===== src/rtl/ride_request_queue.sv =====
// rtl/ride_request_queue.sv - ride request capture, validation and FIFO front-end for the elevator controller
//
// Purpose:
//   Captures ride requests submitted with a strobe that is asynchronous to clk,
//   checks that they are legal, buffers them in a FIFO and hands them to the
//   elevator controller over a valid/ready handshake.
//
// Ports:
//   clk              system clock, rising edge
//   rst              asynchronous active-high reset
//   set_clk          request strobe, asynchronous; a rising edge submits a request
//   src_input        request source floor
//   dest_input       request destination floor
//   direction_input  1 = up, 0 = down
//   out_valid        head entry available
//   out_ready        controller accepts the head entry
//   out_src          head source floor
//   out_dest         head destination floor
//   out_dir          head direction
//   count            number of stored entries
//   full             count == DEPTH
//   empty            count == 0
//   reject_pulse     one-cycle pulse when a submitted request is dropped
//   reject_code      reason for the last drop, held until the next drop

`timescale 1ns/1ps

module ride_request_queue #(
    parameter int DEPTH     = 4,
    parameter int MAX_FLOOR = 5,
    parameter int CW        = 3
) (
    input  logic          clk,
    input  logic          rst,
    input  logic          set_clk,
    input  logic [2:0]    src_input,
    input  logic [2:0]    dest_input,
    input  logic          direction_input,
    output logic          out_valid,
    input  logic          out_ready,
    output logic [2:0]    out_src,
    output logic [2:0]    out_dest,
    output logic          out_dir,
    output logic [CW-1:0] count,
    output logic          full,
    output logic          empty,
    output logic          reject_pulse,
    output logic [2:0]    reject_code
);

    localparam int         AW       = $clog2(DEPTH);
    localparam logic [2:0] MAX_FL   = 3'(MAX_FLOOR);

    localparam logic [2:0] RC_NONE  = 3'd0;
    localparam logic [2:0] RC_RANGE = 3'd1;
    localparam logic [2:0] RC_SAME  = 3'd2;
    localparam logic [2:0] RC_DIR   = 3'd3;
    localparam logic [2:0] RC_FULL  = 3'd4;
    localparam logic [2:0] RC_DUP   = 3'd5;

    // Entry storage, one array per field
    logic [2:0]    mem_src  [DEPTH];
    logic [2:0]    mem_dest [DEPTH];
    logic          mem_dir  [DEPTH];

    logic [AW-1:0] head_ptr;
    logic [AW-1:0] tail_ptr;
    logic [CW-1:0] count_q;

    // Strobe synchronizer (sync1, sync2) and edge-detect stage (sync3)
    logic          sync1;
    logic          sync2;
    logic          sync3;

    logic          push_req;
    logic          pop;
    logic          push_ok;
    logic [2:0]    check_code;
    logic          dup_hit;
    logic [AW-1:0] dup_off;
    logic          dup_live;

    assign push_req  = sync2 & ~sync3;
    assign out_valid = (count_q != '0);
    assign pop       = out_valid & out_ready;
    assign push_ok   = push_req && (check_code == RC_NONE);

    assign count     = count_q;
    assign empty     = (count_q == '0);
    assign full      = (count_q == CW'(DEPTH));

    // Head fields are forced to zero while empty so that stale slots never
    // leak onto the bus (and the outputs read zero straight out of reset).
    assign out_src   = out_valid ? mem_src[head_ptr]  : 3'd0;
    assign out_dest  = out_valid ? mem_dest[head_ptr] : 3'd0;
    assign out_dir   = out_valid ? mem_dir[head_ptr]  : 1'b0;

    // Duplicate search over live slots only. A slot is live when its distance
    // from the head is below count; the head slot leaving this cycle is not
    // considered stored, so an identical request pushed alongside its pop is
    // accepted.
    always_comb begin
        dup_hit  = 1'b0;
        dup_off  = '0;
        dup_live = 1'b0;
        for (int i = 0; i < DEPTH; i++) begin
            dup_off  = AW'(i) - head_ptr;
            dup_live = ({1'b0, dup_off} < count_q) && !(pop && (AW'(i) == head_ptr));
            if (dup_live
                && (mem_src[i]  == src_input)
                && (mem_dest[i] == dest_input)
                && (mem_dir[i]  == direction_input)) begin
                dup_hit = 1'b1;
            end
        end
    end

    // Validation, first failing check wins. The full check looks at count
    // before any same-cycle pop, so a pop never rescues a push into a full queue.
    always_comb begin
        check_code = RC_NONE;
        if ((src_input > MAX_FL) || (dest_input > MAX_FL)) begin
            check_code = RC_RANGE;
        end else if (src_input == dest_input) begin
            check_code = RC_SAME;
        end else if (direction_input ? (dest_input <= src_input)
                                     : (dest_input >= src_input)) begin
            check_code = RC_DIR;
        end else if (count_q == CW'(DEPTH)) begin
            check_code = RC_FULL;
        end else if (dup_hit) begin
            check_code = RC_DUP;
        end
    end

    always_ff @(posedge clk or posedge rst) begin
        if (rst) begin
            sync1        <= 1'b0;
            sync2        <= 1'b0;
            sync3        <= 1'b0;
            head_ptr     <= '0;
            tail_ptr     <= '0;
            count_q      <= '0;
            reject_pulse <= 1'b0;
            reject_code  <= RC_NONE;
        end else begin
            sync1 <= set_clk;
            sync2 <= sync1;
            sync3 <= sync2;

            reject_pulse <= push_req && (check_code != RC_NONE);
            if (push_req && (check_code != RC_NONE)) begin
                reject_code <= check_code;
            end

            // Pointers wrap naturally because DEPTH is a power of two
            if (push_ok) begin
                tail_ptr <= tail_ptr + 1'b1;
            end
            if (pop) begin
                head_ptr <= head_ptr + 1'b1;
            end

            case ({push_ok, pop})
                2'b10:   count_q <= count_q + 1'b1;
                2'b01:   count_q <= count_q - 1'b1;
                default: count_q <= count_q;
            endcase
        end
    end

    // Storage needs no reset: slots are only observed once written
    always_ff @(posedge clk) begin
        if (push_ok) begin
            mem_src[tail_ptr]  <= src_input;
            mem_dest[tail_ptr] <= dest_input;
            mem_dir[tail_ptr]  <= direction_input;
        end
    end

endmodule


===== config.mk =====
export PLATFORM = sky130hd
export DESIGN_NAME = ride_request_queue
export DESIGN_NICKNAME = d
export VERILOG_FILES = /design/src/rtl/ride_request_queue.sv
export SDC_FILE = /design/constraint.sdc
export NUM_CORES = 1
export LEC_CHECK = 0
export ABC_AREA = 1
export ABC_CLOCK_PERIOD_IN_PS = 5700
export CAP_MARGIN = 20
export CORE_ASPECT_RATIO = 2
export CORE_MARGIN = 2
export CORE_UTILIZATION = 55
export CTS_CLUSTER_SIZE = 24
export DETAILED_ROUTE_END_ITERATION = 16
export PLACE_DENSITY = 0.77
export REMOVE_ABC_BUFFERS = 1
export SLEW_MARGIN = 5
export SYNTH_ARGS = -nofsm -noshare
export SYNTH_HDL_FRONTEND = slang
export SYNTH_SLANG_ARGS = --single-unit

===== constraint.sdc =====
create_clock -name clk -period 5.7 [get_ports clk]
set_input_delay 1.425 -clock clk [delete_from_list [all_inputs] [get_ports clk]]
set_output_delay 1.425 -clock clk [all_outputs]
set_load 0.005 [all_outputs]

Yosys cells after proc, flatten, opt, wreduce, memory -nomap -nowiden
Memories as Yosys holds them, arrays and structs flattened.
Cells that the tools add are included.
{ "totals": {"elab_cells": 98, "inputBits": 11, "output_inout_bits": 17, "n_memories": 3, "ramBits": 28, "reg_bits": 14} }
{ "classes": {"reduce_logical": 33, "n_eq_ne": 19, "addsub": 8, "mux": 16, "n_bitwise": 3, "magnitude_cmp": 8} }
{ "memory_table": {"columns": ["name", "depth", "word_bits", "rd", "rd_clocked_by_memory_dff", "wr", "line", "text"], "rows": [
  ["mem_dest", 4, 3, 5, 0, 1, "63", "logic [2:0] mem_dest [DEPTH];"],
  ["mem_src", 4, 3, 5, 0, 1, "62", "logic [2:0] mem_src [DEPTH];"],
  ["mem_dir", 4, 1, 5, 0, 1, "64", "logic mem_dir [DEPTH];"]
]} }
{ "ops": {"columns": ["op", "n"], "rows": [
  ["3-bit equality test", 9],
  ["1-bit logical AND", 22],
  ["3-bit two-way mux", 7],
  ["2-bit by 3-bit less-than comparator with 1-bit output", 4],
  ["1-bit two-way mux", 8],
  ["3-bit > comparator (second input constant)", 2],
  ["3-bit logical NOT", 2],
  ["3-bit one-hot mux with 2 select lines", 1],
  ["3-bit nonzero test", 2],
  ["2-bit by 1-bit adder with 2-bit output (second input constant)", 2],
  ["1-bit equality test", 4],
  ["2-bit equality test (first input constant)", 2],
  ["1-bit logical NOT", 4],
  ["1-bit by 2-bit subtractor with 2-bit output (first input constant)", 2],
  ["2-bit subtractor (first input constant)", 2],
  ["3-bit by 1-bit adder with 3-bit output (second input constant)", 1],
  ["3-bit equality test (second input constant)", 1],
  ["3-bit >= comparator", 1],
  ["3-bit <= comparator", 1],
  ["3-bit by 1-bit subtractor with 3-bit output (second input constant)", 1],
  ["1-bit AND", 2],
  ["1-bit by 2-bit equality test with 1-bit output (first input constant)", 1],
  ["2-bit by 1-bit equality test with 1-bit output (second input constant)", 1],
  ["2-bit equality test (second input constant)", 1],
  ["other kinds (4)", 4]
]} }

Depth between registers and ports, before layout
{ "logic_depth": {"depth_word": 21, "ltp_mapped": 23, "depth_no_buf": 21} }

Least setup slack after synthesis
No wires, ideal clock.
{ "synth_timing": {"path_type": "input -> register", "start": "in src_input[2]", "end": "reg count_q[2], in the netlist count[2]", "t_arrival_ns": 3.711, "cell_stages": 17, "path_buffers": 1, "setup_time_ns": 0.131, "required_ns": 5.569, "path_slack_ns": 1.858, "path_cell_list": "clkbuf_2 > inv_1 > ha_1 > nand2_1 > o21a_1 > or2_2 > nand3_1 > nor2_1 > nand3_2 > inv_2 > nand2_4 > ha_1 > inv_1 > fa_1 > a21oi_1 > o21ai_0 > xor2_1"} }
{ "synth_via": {"elab_chain_cells": 17, "elab_cells_between_ends": 37, "cone_classes": "order compare: 3; eq/ne: 7; mux: 11; reduce/logical: 16"} }
{ "synth_rtl": {"columns": ["item", "line", "text"], "rows": [
  ["from (decl)", "36", "input logic [2:0] src_input,"],
  ["3-bit equality test", "110", "&& (mem_src[i] == src_input)"],
  ["1-bit logical AND", "110", null],
  ["1-bit logical AND", "111", "&& (mem_dest[i] == dest_input)"],
  ["1-bit logical AND", "112", "&& (mem_dir[i] == direction_input)) begin"],
  ["1-bit two-way mux (4 in series)", "109", "if (dup_live"],
  ["3-bit two-way mux", "131", "end else if (dup_hit) begin"],
  ["3-bit two-way mux", "129", "end else if (count_q == CW'(DEPTH)) begin"],
  ["3-bit two-way mux", "126", "end else if (direction_input ? (dest_input <= src_input)"],
  ["3-bit two-way mux", "124", "end else if (src_input == dest_input) begin"],
  ["3-bit two-way mux (*)", "122", "if ((src_input > MAX_FL) || (dest_input > MAX_FL)) begin"],
  ["3-bit logical NOT (*)", "86", "assign push_ok = push_req && (check_code == RC_NONE);"],
  ["1-bit logical AND (*)", "86", null],
  ["2-bit by 1-bit equality test with 1-bit output or 2-bit equality test (tied branches)", "164", "case ({push_ok, pop})"],
  ["3-bit one-hot mux with 2 select lines or 2-bit nonzero test (tied branches)", null, null],
  ["to (signal assigned)", "165", "2'b10: count_q <= count_q + 1'b1;"],
  ["to (signal assigned)", "166", "2'b01: count_q <= count_q - 1'b1;"],
  ["to (signal assigned)", "167", "default: count_q <= count_q;"],
  ["to (decl)", "68", "logic [CW-1:0] count_q;"]
]} }
Mark *: on every way between the ends. The rest lies on a longest branch, timed or not.
A chain may end at the register's enable or synchronous reset.

Final worst setup path
{ "layout_timing": {"start": "in src_input[1]", "end": "reg count_q[2], in the netlist count[2]"} }
The elaborated chain is that of the path after synthesis.

==> results_dict.tcl <==
set metrics [dict create \
    status "finished, final reports clean" \
    h-tree-depth 2 \
    io_buffers 27 \
    final_antenna_net_count 0 \
    regToRegSetupSlack_ps 2090 \
    fp.dieH_um 100.4 \
    finalSetupViolCount 0 \
    grt_setup_unrepaired "no" \
    ys_top_cells_by_area "edfxtp_1, nand2_1, dfrtp_1, ha_1, inv_1" \
    leakagePower_nw 1.423 \
    cts-root-buf "clkbuf_8" \
    syn-cell-area_mm2 0.002557 \
    drt_iter0_drc 50 \
    tns_ps 0 \
    antenna_found_initial 0 \
    fmax_mhz 236.6 \
    syn_avg_cell_area_um2 8.093 \
    synthDominantCellAreaShare_pct 32.88 \
    die_width_um 52.22 \
    reg2reg_from "head_ptr[0]$_DFFE_PP0P_" \
    clk_pin_slew_ps 80 \
    grt_usage_pct 25.13 \
    yosys.cell_types.count 29 \
    min_path_type "reg2reg" \
    cp-end-kind "flop" \
    synth-seq-cells 42 \
    power.density_mw_per_mm2 399.3 \
    grt_max_degree 21 \
    drive_above_1_share_pct 5.202 \
    place_inst 393 \
    crit_fanout 9 \
    crit_path_max_incr_delay_ps 660 \
    gp_congestion 0.8810 \
    reg2reg_depth 19 \
    yosysTopAreaCell "edfxtp_1" \
    clock_latency_ps 300 \
    cts-hold-fix-buffers 0 \
    coreArea_mm2 0.004554 \
    peakVddDrop_mv 0.3169 \
    drcViolationCount 0 \
    die_area_mm2 0.005244 \
    hold_violations 0 \
    cts_sinks 42 \
    worstPathRequired_ps 5880 \
    num_antenna_cells 0 \
    area_growth_pct 16.49 \
    clock_path_buffers 2 \
    worst_pin_slew_ps 805.5 \
    ios 28 \
    clock_skew_ps 2.340 \
    startpoint_type "primary input" \
    max_cap_violations 0 \
    final_nets 373 \
    wire_per_inst_um 14.68 \
    initial_utilization_pct 56.15 \
    yosysWarnings 0 \
    cp_cell_sequence "clkdlybuf4s50_1 -> inv_2 -> ha_1 -> nand2_1 -> o21a_1 -> or2_2 -> nand3_1 -> nor2_1 -> nand3_2 -> inv_2 -> nand2_4 -> ha_1 -> inv_1 -> fa_1 -> a21oi_1 -> o21ai_0 -> xor2_1" \
    cts_made_buffers 5 \
    syn_inst 316 \
    row_count 35 \
    grt.overflow.total 0 \
    grt_pass1_vias 2131 \
    cts_setup_buffers 0 \
    grt_pass1_wl_mm 9.597 \
    hp-start "sync1$_DFF_PP0_" \
    cts_resized 0 \
    r2r-end "count[2]$_DFFE_PP0P_" \
    place_hpwl_mm 4.383 \
    min_to "sync2$_DFF_PP0_" \
    viasPerCell 5.262 \
    dr.pass1.iters 4 \
    num_vias 2110 \
    ys_seq_area_share_pct 46.58 \
    drv_slew 0 \
    slew_headroom_pct 46.10 \
    final_common_cell "nand2_1" \
    final_cells 401 \
    period_needed_ps 4227 \
    totalWireLength_mm 5.887 \
    tritoncts "built" \
    critPathArrivalTime_ps 4410 \
    finalCritPeriodShare_pct 74.16 \
    crit_slowest_cell "clkdlybuf4s50_1" \
    hold_path_depth 0 \
    mostFrequentLayoutCells "nand2_1, inv_1, edfxtp_1" \
    critical_path_class "in2reg" \
]
==> layer usage <==
metal	global-route usage (%)	part of all wire, %	vias to the layer above
li1	-	-	1057
met1	26.52	37	981
met2	45.86	56	53
met3	2.976	2.5	19
met4	14.20	4.3	0
met5	0	0	-
==> state kept, by name, indices dropped and copies added, names as in the netlist, 2 cells and up <==
signal,cells
reject_code,3
head_ptr,2
mem_dir,4
mem_dest,12
mem_src,12
tail_ptr,2
count,3
==> power breakdown <==
part	switching, mW	internal [mW]
Combinational	0.283	0.257
Sequential	0.0713	0.365
Clock	0.103	0.111
Total	0.457	0.733
==> cells in the mapped netlist, drive strengths merged <==
cell type,n
nor3,1
o21a,1
nand2,97
inv,54
xor2,3
o211ai,1
fa,1
dfrtp,14
clkinv,1
o21ai,20
a31oi,1
nor2,24
edfxtp,28
buf,2
nand3,15
or2,1
a21oi,22
ha,16
o22ai,1
clkbuf,4
xnor2,9
==> through the flow <==
| step | area, um^2 | util [%] | hold slack, ps | worst slack [ps] | power [mW] |
|---|---|---|---|---|---|
| 3_3_place_gp | 2875 | 63.13 | 334.2 | 1266 | 0.9717 |
| 3_5_place_dp | 2875 | 63.13 | 371.5 | 1165 | 0.9823 |
| 4_1_cts | 2979 | 65.41 | 391.1 | 1492 | 1.200 |
| 6_report | 2979 | 65.41 | 381.3 | 1473 | 1.190 |
| 5_1_grt | 2979 | 65.41 | 385.2 | 1273 | 1.284 |
| 2_1_floorplan | 2529 | - | 331.2 | 2037 | 0.7404 |
==> cell type report <==
class / instances / area (um^2)
clock inverters: 2 / 10.01
well taps: 55 / 68.82
multi-input cells: 213 / 1131
flip-flops and latches: 42 / 1191
repair buffers: 28 / 277.8
fillers: 399 / 1575
clock buffers: 6 / 93.84
inverters: 55 / 206.4
==> how the worst max path moves through the flow <==
stage / start / end / slack (ps) / depth (start not counted)
after floorplan: src_input[2] / count[2]$_DFFE_PP0P_ / 2040 / 16
after global placement: src_input[1] / count[2]$_DFFE_PP0P_ / 1270 / 17
after detailed placement: src_input[1] / count[2]$_DFFE_PP0P_ / 1160 / 17
after CTS: src_input[1] / count[2]$_DFFE_PP0P_ / 1490 / 17
after global routing: src_input[1] / count[2]$_DFFE_PP0P_ / 1270 / 17
final: src_input[1] / count[2]$_DFFE_PP0P_ / 1470 / 17
==> critical path: cells and delay by family <==
| kind | cells | cell delay [ps] |
|---|---|---|
| AND/OR/NAND/NOR | 6 | 700 |
| XOR/XNOR | 1 | 150 |
| AO/OA/AOI/OAI | 3 | 420 |
| buffers and inverters | 4 | 890 |
| adder cells (fa/ha/maj) | 3 | 840 |
==> cells by family after synthesis <==
kind of cell / count (synthesis) / share of synthesized area, %
AOI/OAI and AO/OA: 46 / 9.296
xor gates and xnor gates: 12 / 4.110
adders and majority gates: 17 / 8.611
buffers and inverters: 61 / 9.197
DFF: 42 / 46.58
and+or+nand+nor: 138 / 22.21
(Power assumes the default switching activity.)
